### src/rtl/pipe_ctrl_if.sv
// ============================================================================
// Module  : pipe_ctrl_if
// Brief   : Handshake bundle between execute stage, bus, debug and pipe_ctrl.
// Rev     : 1.0  initial release
// ============================================================================
`default_nettype none

interface pipe_ctrl_if;
  logic        jump_en_i;
  logic [31:0] jump_addr_i;
  logic        hold_ex_i;
  logic        hold_bus_i;
  logic        halt_req_i;
  logic        jump_en_o;
  logic [31:0] jump_addr_o;
  logic        flush_o;
  logic        hold_pc_o;
  logic        hold_if_o;
  logic        hold_ex_o;
  logic        halted_o;
  logic        timeout_o;

  modport slave (
    input  jump_en_i, jump_addr_i, hold_ex_i, hold_bus_i, halt_req_i,
    output jump_en_o, jump_addr_o, flush_o, hold_pc_o, hold_if_o, hold_ex_o,
           halted_o, timeout_o
  );

  modport master (
    output jump_en_i, jump_addr_i, hold_ex_i, hold_bus_i, halt_req_i,
    input  jump_en_o, jump_addr_o, flush_o, hold_pc_o, hold_if_o, hold_ex_o,
           halted_o, timeout_o
  );
endinterface

`default_nettype wire

### src/rtl/pipe_ctrl.sv
// ============================================================================
// Module  : pipe_ctrl
// Brief   : Hold arbitration, redirect forwarding/deferral, flush and bus watchdog.
// Rev     : 1.0  initial release
// ============================================================================
`default_nettype none

module pipe_ctrl #(
  parameter int FLUSH_CYCLES = 2,
  parameter int HOLD_TIMEOUT = 64
) (
  input  logic        clk,
  input  logic        rst,
  pipe_ctrl_if.slave  ctrl
);

  localparam logic [1:0]  ST_RUN       = 2'd0;
  localparam logic [1:0]  ST_JUMP_PEND = 2'd1;
  localparam logic [1:0]  ST_HALT      = 2'd2;
  localparam logic [2:0]  FLUSH_INIT   = 3'(FLUSH_CYCLES - 1);
  localparam logic [15:0] TIMEOUT_LIM  = 16'(HOLD_TIMEOUT);
  localparam bit          WDOG_EN      = (HOLD_TIMEOUT != 0);

  logic [1:0]  state_q, state_d;
  logic [2:0]  flush_cnt_q, flush_cnt_d;
  logic [31:0] addr_q, addr_d;
  logic [15:0] wdog_q, wdog_d;
  logic        timeout_q, timeout_d;

  logic        halt_w;
  logic        any_hold_w;
  logic        redirect_w;
  logic [31:0] redirect_addr_w;

  always_comb begin
    halt_w          = (state_q == ST_HALT);
    any_hold_w      = ctrl.hold_ex_i | ctrl.hold_bus_i | halt_w;
    redirect_w      = 1'b0;
    redirect_addr_w = ctrl.jump_addr_i;
    state_d         = state_q;
    addr_d          = addr_q;

    case (state_q)
      ST_RUN: begin
        if (ctrl.jump_en_i && !any_hold_w) begin
          redirect_w = 1'b1;
        end else if (ctrl.jump_en_i) begin
          addr_d  = ctrl.jump_addr_i;
          state_d = ST_JUMP_PEND;
        end else if (ctrl.halt_req_i && (flush_cnt_q == 3'd0) && !ctrl.hold_bus_i) begin
          state_d = ST_HALT;
        end
      end
      ST_JUMP_PEND: begin
        redirect_addr_w = addr_q;
        if (!any_hold_w) begin
          redirect_w = 1'b1;
          state_d    = ST_RUN;
        end
      end
      ST_HALT: begin
        if (!ctrl.halt_req_i) begin
          state_d = ST_RUN;
        end
      end
      default: state_d = ST_RUN;
    endcase

    // Flush countdown freezes while the pipeline is held so no bubble is lost.
    if (redirect_w) begin
      flush_cnt_d = FLUSH_INIT;
    end else if (!any_hold_w && (flush_cnt_q != 3'd0)) begin
      flush_cnt_d = flush_cnt_q - 3'd1;
    end else begin
      flush_cnt_d = flush_cnt_q;
    end

    if (!ctrl.hold_bus_i) begin
      wdog_d = 16'd0;
    end else if (wdog_q == 16'hFFFF) begin
      wdog_d = wdog_q;
    end else begin
      wdog_d = wdog_q + 16'd1;
    end

    timeout_d = timeout_q | (WDOG_EN && (wdog_d >= TIMEOUT_LIM));
  end

  always_ff @(posedge clk) begin
    if (rst) begin
      state_q     <= ST_RUN;
      flush_cnt_q <= 3'd0;
      addr_q      <= 32'd0;
      wdog_q      <= 16'd0;
      timeout_q   <= 1'b0;
    end else begin
      state_q     <= state_d;
      flush_cnt_q <= flush_cnt_d;
      addr_q      <= addr_d;
      wdog_q      <= wdog_d;
      timeout_q   <= timeout_d;
    end
  end

  // Outputs are forced low while reset is asserted.
  assign ctrl.jump_en_o   = !rst && redirect_w;
  assign ctrl.jump_addr_o = (!rst && redirect_w) ? redirect_addr_w : 32'd0;
  assign ctrl.flush_o     = !rst && (redirect_w || (flush_cnt_q != 3'd0));
  assign ctrl.hold_pc_o   = !rst && any_hold_w;
  assign ctrl.hold_if_o   = !rst && any_hold_w;
  assign ctrl.hold_ex_o   = !rst && (ctrl.hold_bus_i || halt_w);
  assign ctrl.halted_o    = !rst && halt_w;
  assign ctrl.timeout_o   = !rst && timeout_q;

endmodule

`default_nettype wire

### src/flat_wrapper.sv
// flat-port wrapper written by rule: the top's interface ports become plain ports
module pipe_ctrl_flat 
#(
  parameter int FLUSH_CYCLES = 2,
  parameter int HOLD_TIMEOUT = 64
)
  (clk, rst, ctrl_jump_en_i, ctrl_jump_addr_i, ctrl_hold_ex_i, ctrl_hold_bus_i, ctrl_halt_req_i, ctrl_jump_en_o, ctrl_jump_addr_o, ctrl_flush_o, ctrl_hold_pc_o, ctrl_hold_if_o, ctrl_hold_ex_o, ctrl_halted_o, ctrl_timeout_o);
  pipe_ctrl_if ctrl_i ();
  input  logic clk;
  input  logic rst;
  input wire logic [$bits(ctrl_i.jump_en_i)-1:0] ctrl_jump_en_i;
  input wire logic [$bits(ctrl_i.jump_addr_i)-1:0] ctrl_jump_addr_i;
  input wire logic [$bits(ctrl_i.hold_ex_i)-1:0] ctrl_hold_ex_i;
  input wire logic [$bits(ctrl_i.hold_bus_i)-1:0] ctrl_hold_bus_i;
  input wire logic [$bits(ctrl_i.halt_req_i)-1:0] ctrl_halt_req_i;
  output wire logic [$bits(ctrl_i.jump_en_o)-1:0] ctrl_jump_en_o;
  output wire logic [$bits(ctrl_i.jump_addr_o)-1:0] ctrl_jump_addr_o;
  output wire logic [$bits(ctrl_i.flush_o)-1:0] ctrl_flush_o;
  output wire logic [$bits(ctrl_i.hold_pc_o)-1:0] ctrl_hold_pc_o;
  output wire logic [$bits(ctrl_i.hold_if_o)-1:0] ctrl_hold_if_o;
  output wire logic [$bits(ctrl_i.hold_ex_o)-1:0] ctrl_hold_ex_o;
  output wire logic [$bits(ctrl_i.halted_o)-1:0] ctrl_halted_o;
  output wire logic [$bits(ctrl_i.timeout_o)-1:0] ctrl_timeout_o;
  assign ctrl_i.jump_en_i = ctrl_jump_en_i;
  assign ctrl_i.jump_addr_i = ctrl_jump_addr_i;
  assign ctrl_i.hold_ex_i = ctrl_hold_ex_i;
  assign ctrl_i.hold_bus_i = ctrl_hold_bus_i;
  assign ctrl_i.halt_req_i = ctrl_halt_req_i;
  assign ctrl_jump_en_o = ctrl_i.jump_en_o;
  assign ctrl_jump_addr_o = ctrl_i.jump_addr_o;
  assign ctrl_flush_o = ctrl_i.flush_o;
  assign ctrl_hold_pc_o = ctrl_i.hold_pc_o;
  assign ctrl_hold_if_o = ctrl_i.hold_if_o;
  assign ctrl_hold_ex_o = ctrl_i.hold_ex_o;
  assign ctrl_halted_o = ctrl_i.halted_o;
  assign ctrl_timeout_o = ctrl_i.timeout_o;
  pipe_ctrl #(.FLUSH_CYCLES(FLUSH_CYCLES), .HOLD_TIMEOUT(HOLD_TIMEOUT)) u_core (.clk(clk), .rst(rst), .ctrl(ctrl_i));
endmodule
### config.mk
export PLATFORM = sky130hd
export DESIGN_NAME = pipe_ctrl_flat
export DESIGN_NICKNAME = d
export VERILOG_FILES = /design/src/rtl/pipe_ctrl_if.sv /design/src/rtl/pipe_ctrl.sv /design/src/flat_wrapper.sv
export SDC_FILE = /design/constraint.sdc
export NUM_CORES = 1
export LEC_CHECK = 0
export ABC_AREA = 1
export BUFFER_PORTS_ARGS = -buffer_cell sky130_fd_sc_hd__buf_2
export CAP_MARGIN = 0
export CELL_PAD_IN_SITES_DETAIL_PLACEMENT = 0
export CELL_PAD_IN_SITES_GLOBAL_PLACEMENT = 1
export CORE_UTILIZATION = 35
export DETAILED_ROUTE_END_ITERATION = 12
export GPL_TIMING_DRIVEN = 0
export HOLD_SLACK_MARGIN = 0.12
export PLACE_DENSITY_LB_ADDON = 0.1
export SLEW_MARGIN = 20
export SYNTH_ARGS = -nofsm -noshare
export SYNTH_HDL_FRONTEND = slang
export SYNTH_SLANG_ARGS = --single-unit
### constraint.sdc
create_clock -name clk -period 2.9 [get_ports clk]
set_input_delay 0.435 -clock clk [delete_from_list [all_inputs] [get_ports clk]]
set_output_delay 0.435 -clock clk [all_outputs]
set_load 0.02 [all_outputs]
==> results of run 1 <==
==> per-stage QoR <==
| stage | total power (W) | utilization, % | hold WS (ns) | worst slack [ns] |
|---|---|---|---|---|
| global route | 0.00165 | 43.6 | 0.394 | 0.186 |
| finish | 0.00157 | 43.6 | 0.395 | 0.413 |
| floorplan | 0.000987 | - | 0.439 | 0.776 |
| detailed placement | 0.00109 | 42.3 | 0.454 | 0.574 |
| CTS | 0.00159 | 43.6 | 0.386 | 0.371 |
| global placement | 0.00109 | 42.3 | 0.448 | 0.566 |
==> cells by family after synthesis <==
kind of cell             after synthesis  synth area share (%)
AND/OR/NAND/NOR                      246                  36.9
AO/OA/AOI/OAI                         90                  15.4
buffers and inverters                 58                  8.40
flip-flops                            54                  36.5
XOR/XNOR                               5                  1.48
adder cells (fa/ha/maj)                3                  1.27
==> final cells by class <==
cell class | count | area, um2 | area share, %
Tap cell | 105 | 131 | 3.66
Inverter | 34 | 133 | 3.70
Sequential cell | 54 | 1080 | 30.1
Timing Repair Buffer | 76 | 380 | 10.6
Clock buffer | 8 | 110 | 3.07
Multi-Input combinational cell | 344 | 1630 | 45.6
Buffer | 24 | 116 | 3.24
==> worst max-delay path, cell delays in order, from the launching register on <==
cell     delay [ns]
dfxtp_1        0.36
inv_1          0.06
nand2_1        0.21
inv_1          0.20
o21ai_1        0.30
nor2_2         0.07
inv_2          0.15
buf_6          0.17
a21oi_1        0.06
buf_2          0.16
==> report_power, final <==
| part | leakage [nW] | switching (W) | total (W) | internal [W] |
|---|---|---|---|---|
| registers | 0.440 | 0.0000185 | 0.000795 | 0.000776 |
| logic | 1.09 | 0.000184 | 0.000276 | 0.0000913 |
| clock network | 0.0575 | 0.000257 | 0.000499 | 0.000242 |
==> sequential cells by signal, indices dropped and copies added (netlist names) <==
signal and flops:
u_core.timeout_q 1, u_core.addr_q 32, u_core.wdog_q 16, u_core.flush_cnt_q 3, u_core.state_q 2
==> cells in the final DEF, fill, tap and decap left out <==
cell type	count
nand2_1	135
buf_2	76
a21oi_1	73
dfxtp_1	54
nand3_1	43
nor2_1	38
inv_1	29
clkbuf_1	19
o21ai_0	9
clkbuf_8	8
nor2_2	6
nand2_2	6
o21ai_1	5
nand4_1	5
nor3_1	4
inv_2	3
buf_6	3
nor2_4	3
xnor2_1	3
ha_1	3
xor2_1	2
inv_4	2
nand3b_1	2
nand3_4	1
nand2_4	1
nor2_8	1
a21oi_2	1
and3_1	1
o211ai_1	1
a31oi_1	1
buf_1	1
buf_4	1
==> routing by layer <==
metal	share of wire (%)	GRT usage, %
met1	51	28.5
met2	43	29.6
met3	4.9	2.91
met4	1.4	5.77
met5	0	0
==> worst min-delay path by stage <==
stage                                       end  slack, ns
after floorplan           u_core.flush_cnt_q[2]       0.44
after global placement        u_core.addr_q[12]       0.45
after detailed placement      u_core.addr_q[31]       0.45
after CTS                     u_core.addr_q[11]       0.39
after global routing           u_core.addr_q[8]       0.39
final                         u_core.addr_q[11]       0.40
==> impl_metrics.prom, run 1 <==
# TYPE chip_impl_metric gauge
chip_impl_metric{name="synth.yosys.seq_area_share",unit="%"} 36.5
chip_impl_metric{name="drt_first_iter_violations",unit=""} 179
chip_impl_metric{name="final_area",unit="mm2"} 0.00359
chip_impl_metric{name="global_route_wire_length_before_repair",unit="um"} 13600
chip_impl_metric{name="floorplan.die.width",unit="um"} 94.0
chip_impl_metric{name="hold_viol",unit=""} 0
chip_impl_metric{name="grt_antenna_before_repair",unit=""} 0
chip_impl_metric{name="timing.slew.headroom",unit="%"} 60.4
chip_impl_info{name="setup.worst_path.end_class",value="output pin"} 1
chip_impl_info{name="tritoncts_clock_tree",value="built"} 1
chip_impl_info{name="start_kind",value="flop"} 1
chip_impl_metric{name="timing.reg2reg.setup_slack",unit="ns"} 1.19
chip_impl_metric{name="worst_r2r_path_depth",unit=""} 8
chip_impl_info{name="crit_path_end",value="ctrl_jump_addr_o[28]"} 1
chip_impl_info{name="clock_root_buffer",value="clkbuf_8"} 1
chip_impl_metric{name="clk_path_buf_depth",unit=""} 2
chip_impl_metric{name="cts-hold-fix-buffers",unit=""} 0
chip_impl_metric{name="num-fill-cells",unit=""} 957
chip_impl_metric{name="num_rows",unit=""} 33
chip_impl_metric{name="worst-endpoint-required",unit="ns"} 2.47
chip_impl_info{name="regToRegEndpoint",value="u_core.flush_cnt_q[0]"} 1
chip_impl_metric{name="leakage",unit="nW"} 1.59
chip_impl_metric{name="vias_per_cell",unit=""} 4.84
chip_impl_info{name="ys_top_cells_by_area",value="dfxtp_1, nand2_1, a21oi_1, nand3_1, nor2_1"} 1
chip_impl_metric{name="post_cts_resized",unit=""} 0
chip_impl_metric{name="io_buffer_count",unit=""} 76
chip_impl_metric{name="drive_gt1_share",unit="%"} 20.7
chip_impl_metric{name="floorplan.die_area",unit="mm2"} 0.00884
chip_impl_metric{name="avgSynthCellArea",unit="um2"} 6.50
chip_impl_info{name="synth_top_cell_by_area",value="dfxtp_1"} 1
chip_impl_metric{name="numPlacedInstances",unit=""} 637
chip_impl_metric{name="cts-htree-levels",unit=""} 2
chip_impl_metric{name="number_of_buffers_created_by_cts",unit=""} 5
chip_impl_metric{name="synth_largest_type_area_fraction",unit="%"} 36.5
chip_impl_metric{name="drtAntennaViolNets",unit=""} 0
chip_impl_metric{name="max_clock_freq",unit="MHz"} 402
chip_impl_metric{name="max_slew_vio_count",unit=""} 0
chip_impl_info{name="timing.hold.worst.class",value="in2reg"} 1
chip_impl_metric{name="syn2layout_area_growth",unit="%"} 21.0
chip_impl_metric{name="numClockSinks",unit=""} 54
chip_impl_metric{name="mappedNetlistNets",unit=""} 497
chip_impl_metric{name="core_area",unit="mm2"} 0.00822
chip_impl_metric{name="n_antenna_cell",unit=""} 0
chip_impl_metric{name="initial_utilization",unit="%"} 36.1
chip_impl_metric{name="grt_util_all_layers",unit="%"} 19.6
chip_impl_info{name="run_status",value="finished, final reports clean"} 1
chip_impl_metric{name="finalWeightedCongestion",unit=""} 0.852
chip_impl_metric{name="drc_markers",unit=""} 0
chip_impl_metric{name="mappedNetlistArea",unit="mm2"} 0.00296
chip_impl_metric{name="routedWlPerCell",unit="um"} 13.0
chip_impl_metric{name="fin_nets",unit=""} 580
chip_impl_metric{name="detail_route.first_pass.iterations",unit=""} 4
chip_impl_info{name="postSynth.topFlopCell",value="dfxtp_1"} 1
chip_impl_metric{name="drt-total-wl",unit="um"} 8390
chip_impl_metric{name="critPathArrivalTime",unit="ns"} 2.05
chip_impl_info{name="grt_setup_unrepaired",value="no"} 1
chip_impl_metric{name="synth.lib_cells_used.distinct",unit=""} 30
chip_impl_info{name="setup.worst_path.start",value="u_core.state_q[1]"} 1
chip_impl_metric{name="power_per_cell_area",unit="mW/mm2"} 438
chip_impl_metric{name="die-height",unit="um"} 94.0
chip_impl_info{name="hold_sp",value="ctrl_jump_addr_i[11]"} 1
chip_impl_metric{name="async_set_reset_flop_share_out_of_synthesis",unit="%"} 0
chip_impl_metric{name="worst_slew_pin_slew",unit="ns"} 0.592
chip_impl_metric{name="hpwlAfterDp",unit="um"} 6110
chip_impl_metric{name="global_route.overflow_total",unit=""} 0
chip_impl_metric{name="crit_fanout",unit=""} 10
chip_impl_metric{name="detailed_place.area",unit="mm2"} 0.00348
chip_impl_metric{name="io-pin-count",unit=""} 77
chip_impl_metric{name="fin_skew",unit="ns"} 0.00697
chip_impl_metric{name="dr_total_vias",unit=""} 3122
chip_impl_info{name="r2r_start",value="u_core.state_q[1]"} 1
chip_impl_metric{name="first_global_vias",unit=""} 2828
chip_impl_metric{name="finalSetupViolations",unit=""} 0
chip_impl_metric{name="edff_count_synth",unit=""} 0
chip_impl_metric{name="post_synth_inst_count",unit=""} 456
chip_impl_metric{name="final.period_utilization",unit="%"} 85.8
chip_impl_metric{name="timing.setup.tns",unit="ns"} 0
chip_impl_metric{name="synth.ff_latch_count",unit=""} 54
chip_impl_metric{name="cts_setup_buffers",unit=""} 0
chip_impl_info{name="setup.worst_path.class",value="reg2out"} 1
chip_impl_metric{name="post_layout_nonfiller_instances",unit=""} 645
chip_impl_metric{name="worst_ir_drop_vdd",unit="V"} 0.000207
chip_impl_info{name="synth_common_cells",value="nand2_1, a21oi_1, dfxtp_1"} 1
chip_impl_info{name="synth.most_common_cell",value="nand2_1"} 1
chip_impl_metric{name="max_cap_viol",unit=""} 0
chip_impl_metric{name="ys.warnings.count",unit=""} 0
chip_impl_metric{name="finalWorstPathRequiredPeriod",unit="ns"} 2.49
chip_impl_metric{name="worst_skew_late_latency",unit="ns"} 0.31
chip_impl_metric{name="hold-path-cell-count",unit=""} 3
chip_impl_metric{name="grt_start_max_net_pins",unit=""} 16
chip_impl_metric{name="clk_transition_reported_paths",unit="ns"} 0.10
No activity file was read; power rests on OpenSTA's default activity.
==> run 2, diff against run 1 <==
Settings changed: CTS_BUF_LIST set to sky130_fd_sc_hd__clkbuf_4.
==> run 2 against run 1 <==
Compared with the run above: non-clock buffer count unchanged; setup slack worse by 0.094 ns; final cell count unchanged; critical path depth unchanged; sequential power about the same; clock skew up 0.0069 ns; power down 10%; critical path type unchanged; critical endpoint unchanged.
==> impl_metrics.prom, run 2 (same netlist as run 1, synthesis figures left out) <==
# TYPE chip_impl_metric gauge
chip_impl_metric{name="largest_register_ffs",unit=""} 32
chip_impl_metric{name="first_global_vias",unit=""} 2817
chip_impl_metric{name="timing.setup.tns",unit="ns"} 0
chip_impl_metric{name="finish.utilization",unit="%"} 42.9
chip_impl_metric{name="finalWeightedCongestion",unit=""} 0.852
chip_impl_metric{name="clk_transition_reported_paths",unit="ns"} 0.16
chip_impl_info{name="run_status",value="finished, final reports clean"} 1
chip_impl_info{name="largest_register_by_flop_count",value="u_core.addr_q"} 1
chip_impl_metric{name="io-pin-count",unit=""} 77
chip_impl_metric{name="max_cap_viol",unit=""} 0
chip_impl_metric{name="global_route.overflow_total",unit=""} 0
chip_impl_metric{name="drc_markers",unit=""} 0
chip_impl_metric{name="timing.slew.headroom",unit="%"} 61.6
chip_impl_info{name="timing.critical_path.cells",value="inv_1 > nand2_1 > inv_1 > o21ai_1 > nor2_2 > inv_2 > buf_6 > a21oi_1 > buf_2"} 1
chip_impl_metric{name="vias_per_cell",unit=""} 4.86
chip_impl_metric{name="leakage",unit="nW"} 1.56
chip_impl_metric{name="cts-hold-fix-buffers",unit=""} 0
chip_impl_metric{name="finalWorstPathRequiredPeriod",unit="ns"} 2.58
chip_impl_metric{name="dr_total_vias",unit=""} 3136
chip_impl_info{name="cp_slowest_cell",value="dfxtp_1"} 1
chip_impl_metric{name="internal_power",unit="W"} 0.000956
chip_impl_metric{name="post_layout_nonfiller_instances",unit=""} 645
chip_impl_metric{name="n_antenna_cell",unit=""} 0
chip_impl_metric{name="detail_route.first_pass.iterations",unit=""} 4
chip_impl_metric{name="drtAntennaViolNets",unit=""} 0
chip_impl_metric{name="initial_utilization",unit="%"} 36.1
chip_impl_metric{name="clockPowerShare",unit="%"} 23.8
chip_impl_metric{name="critPathArrivalTime",unit="ns"} 2.15
chip_impl_info{name="clock_root_buffer",value="clkbuf_4"} 1
chip_impl_metric{name="cts-htree-levels",unit=""} 2
chip_impl_info{name="tritoncts_clock_tree",value="built"} 1
chip_impl_metric{name="floorplan.die.width",unit="um"} 94.0
chip_impl_metric{name="cts_setup_buffers",unit=""} 0
chip_impl_metric{name="core_area",unit="mm2"} 0.00822
chip_impl_info{name="mostFrequentLayoutCell",value="nand2_1"} 1
chip_impl_metric{name="num-fill-cells",unit=""} 955
chip_impl_info{name="start_kind",value="flop"} 1
chip_impl_metric{name="fin_skew",unit="ns"} 0.0138
chip_impl_metric{name="worst_ir_drop_vdd",unit="V"} 0.000160
chip_impl_metric{name="pwr-share-seq",unit="%"} 56.6
chip_impl_metric{name="worst-endpoint-required",unit="ns"} 2.47
chip_impl_info{name="largest_registers",value="u_core.addr_q x32, u_core.wdog_q x16, u_core.flush_cnt_q x3"} 1
chip_impl_metric{name="hpwlAfterDp",unit="um"} 6110
chip_impl_metric{name="final_area",unit="mm2"} 0.00352
chip_impl_metric{name="num_rows",unit=""} 33
chip_impl_info{name="layout_common_cells",value="nand2_1, buf_2, a21oi_1, dfxtp_1, nand3_1"} 1
chip_impl_metric{name="post_cts_resized",unit=""} 0
chip_impl_metric{name="largest_stage_delay_worst_path",unit="ns"} 0.38
chip_impl_info{name="cp_top_family",value="buffers and inverters"} 1
chip_impl_metric{name="crit_fanout",unit=""} 10
chip_impl_metric{name="pwr-share-comb",unit="%"} 19.6
chip_impl_metric{name="clk_path_buf_depth",unit=""} 2
chip_impl_metric{name="die-height",unit="um"} 94.0
chip_impl_metric{name="floorplan.die_area",unit="mm2"} 0.00884
chip_impl_info{name="cell_repeated_most_along_the_worst_path",value="inv_1"} 1
chip_impl_metric{name="numPlacedInstances",unit=""} 637
chip_impl_info{name="setup.worst_path.end_class",value="output pin"} 1
chip_impl_metric{name="syn2layout_area_growth",unit="%"} 18.9
chip_impl_metric{name="drt_first_iter_violations",unit=""} 139
chip_impl_metric{name="hold_viol",unit=""} 0
chip_impl_metric{name="global_route_wire_length_before_repair",unit="um"} 13500
chip_impl_metric{name="totalPowerFinal",unit="W"} 0.00141
chip_impl_info{name="timing.hold.worst.class",value="in2reg"} 1
chip_impl_metric{name="critical_path_buf_inv_count",unit=""} 5
chip_impl_info{name="setup.worst_path.class",value="reg2out"} 1
chip_impl_metric{name="numClockSinks",unit=""} 54
chip_impl_metric{name="grt_util_all_layers",unit="%"} 19.7
chip_impl_metric{name="drt-total-wl",unit="um"} 8380
chip_impl_metric{name="grt_start_max_net_pins",unit=""} 16
chip_impl_metric{name="worst_slew_pin_slew",unit="ns"} 0.574
chip_impl_metric{name="final.period_utilization",unit="%"} 89.0
chip_impl_metric{name="power_per_cell_area",unit="mW/mm2"} 399
chip_impl_metric{name="drive_gt1_share",unit="%"} 20.2
chip_impl_metric{name="fin_nets",unit=""} 580
chip_impl_metric{name="switching_share_of_power",unit="%"} 32.0
chip_impl_metric{name="max_clock_freq",unit="MHz"} 387
chip_impl_metric{name="number_of_buffers_created_by_cts",unit=""} 5
chip_impl_metric{name="io_buffer_count",unit=""} 76
chip_impl_metric{name="grt_antenna_before_repair",unit=""} 0
chip_impl_metric{name="max_slew_vio_count",unit=""} 0
chip_impl_info{name="grt_setup_unrepaired",value="no"} 1
chip_impl_metric{name="detailed_place.area",unit="mm2"} 0.00348
chip_impl_metric{name="finalSetupViolations",unit=""} 0
chip_impl_metric{name="switching_power",unit="W"} 0.000450
chip_impl_metric{name="routedWlPerCell",unit="um"} 13.0
chip_impl_metric{name="worst_skew_late_latency",unit="ns"} 0.38
-- run 2: cell types whose count changed in the layout (fill, tap and decap cells not counted), sizes merged --
cell	change
clkbuf	-3
clkinv	+3
-- run 2: final timing paths --
kind	endpoint	cells past startpoint	slack, ns	start
max	ctrl_jump_addr_o[28]	9	0.32	u_core.state_q[1]
min	u_core.addr_q[11]	3	0.31	ctrl_jump_addr_i[11]
max reg2reg	u_core.flush_cnt_q[0]	8	1.17	u_core.state_q[1]
min reg2reg	u_core.addr_q[12]	2	0.47	u_core.addr_q[12]
-- run 2: power groups by stage --
stage | clock [W] | sequential, W | combinational (W)
2_1_floorplan | 0 | 0.000808 | 0.000179
3_3_place_gp | 0 | 0.000811 | 0.000276
3_5_place_dp | 0 | 0.000812 | 0.000278
4_1_cts | 0.000348 | 0.000796 | 0.000279
5_1_grt | 0.000380 | 0.000801 | 0.000311
6_report | 0.000335 | 0.000796 | 0.000276
-- run 2: layout make-up --
class                           count  area, um2  share of cell area, %
Buffer                             24        116                   3.30
Clock buffer                        5       37.5                   1.06
Clock inverter                      3       11.3                  0.319
Inverter                           34        133                   3.76
Multi-Input combinational cell    344       1630                   46.4
Sequential cell                    54       1080                   30.7
Tap cell                          105        131                   3.73
Timing Repair Buffer               76        380                   10.8
-- run 2: metal layers --
layer / part of all wire, % / vias up / track usage (%) / routed length, um
met3: 4.9 / 10 / 3.88 / 414
li1: - / 1641 / - / -
met5: 0 / - / 0 / 0
met4: 1.4 / 0 / 4.62 / 120
met2: 42 / 69 / 29.6 / 3550
met1: 51 / 1416 / 28.6 / 4290
-- run 2: per-stage QoR --
step | setup WS (ns) | hold slack [ns]
final | 0.318 | 0.309
after global routing | 0.0695 | 0.285
after CTS | 0.274 | 0.298
after detailed placement | 0.574 | 0.454
after global placement | 0.566 | 0.448
after floorplan | 0.776 | 0.439
-- run 2: worst min-delay path: stages --
cell and delay, ns:
buf_2 0.10, nand3_1 0.07, a21oi_1 0.06
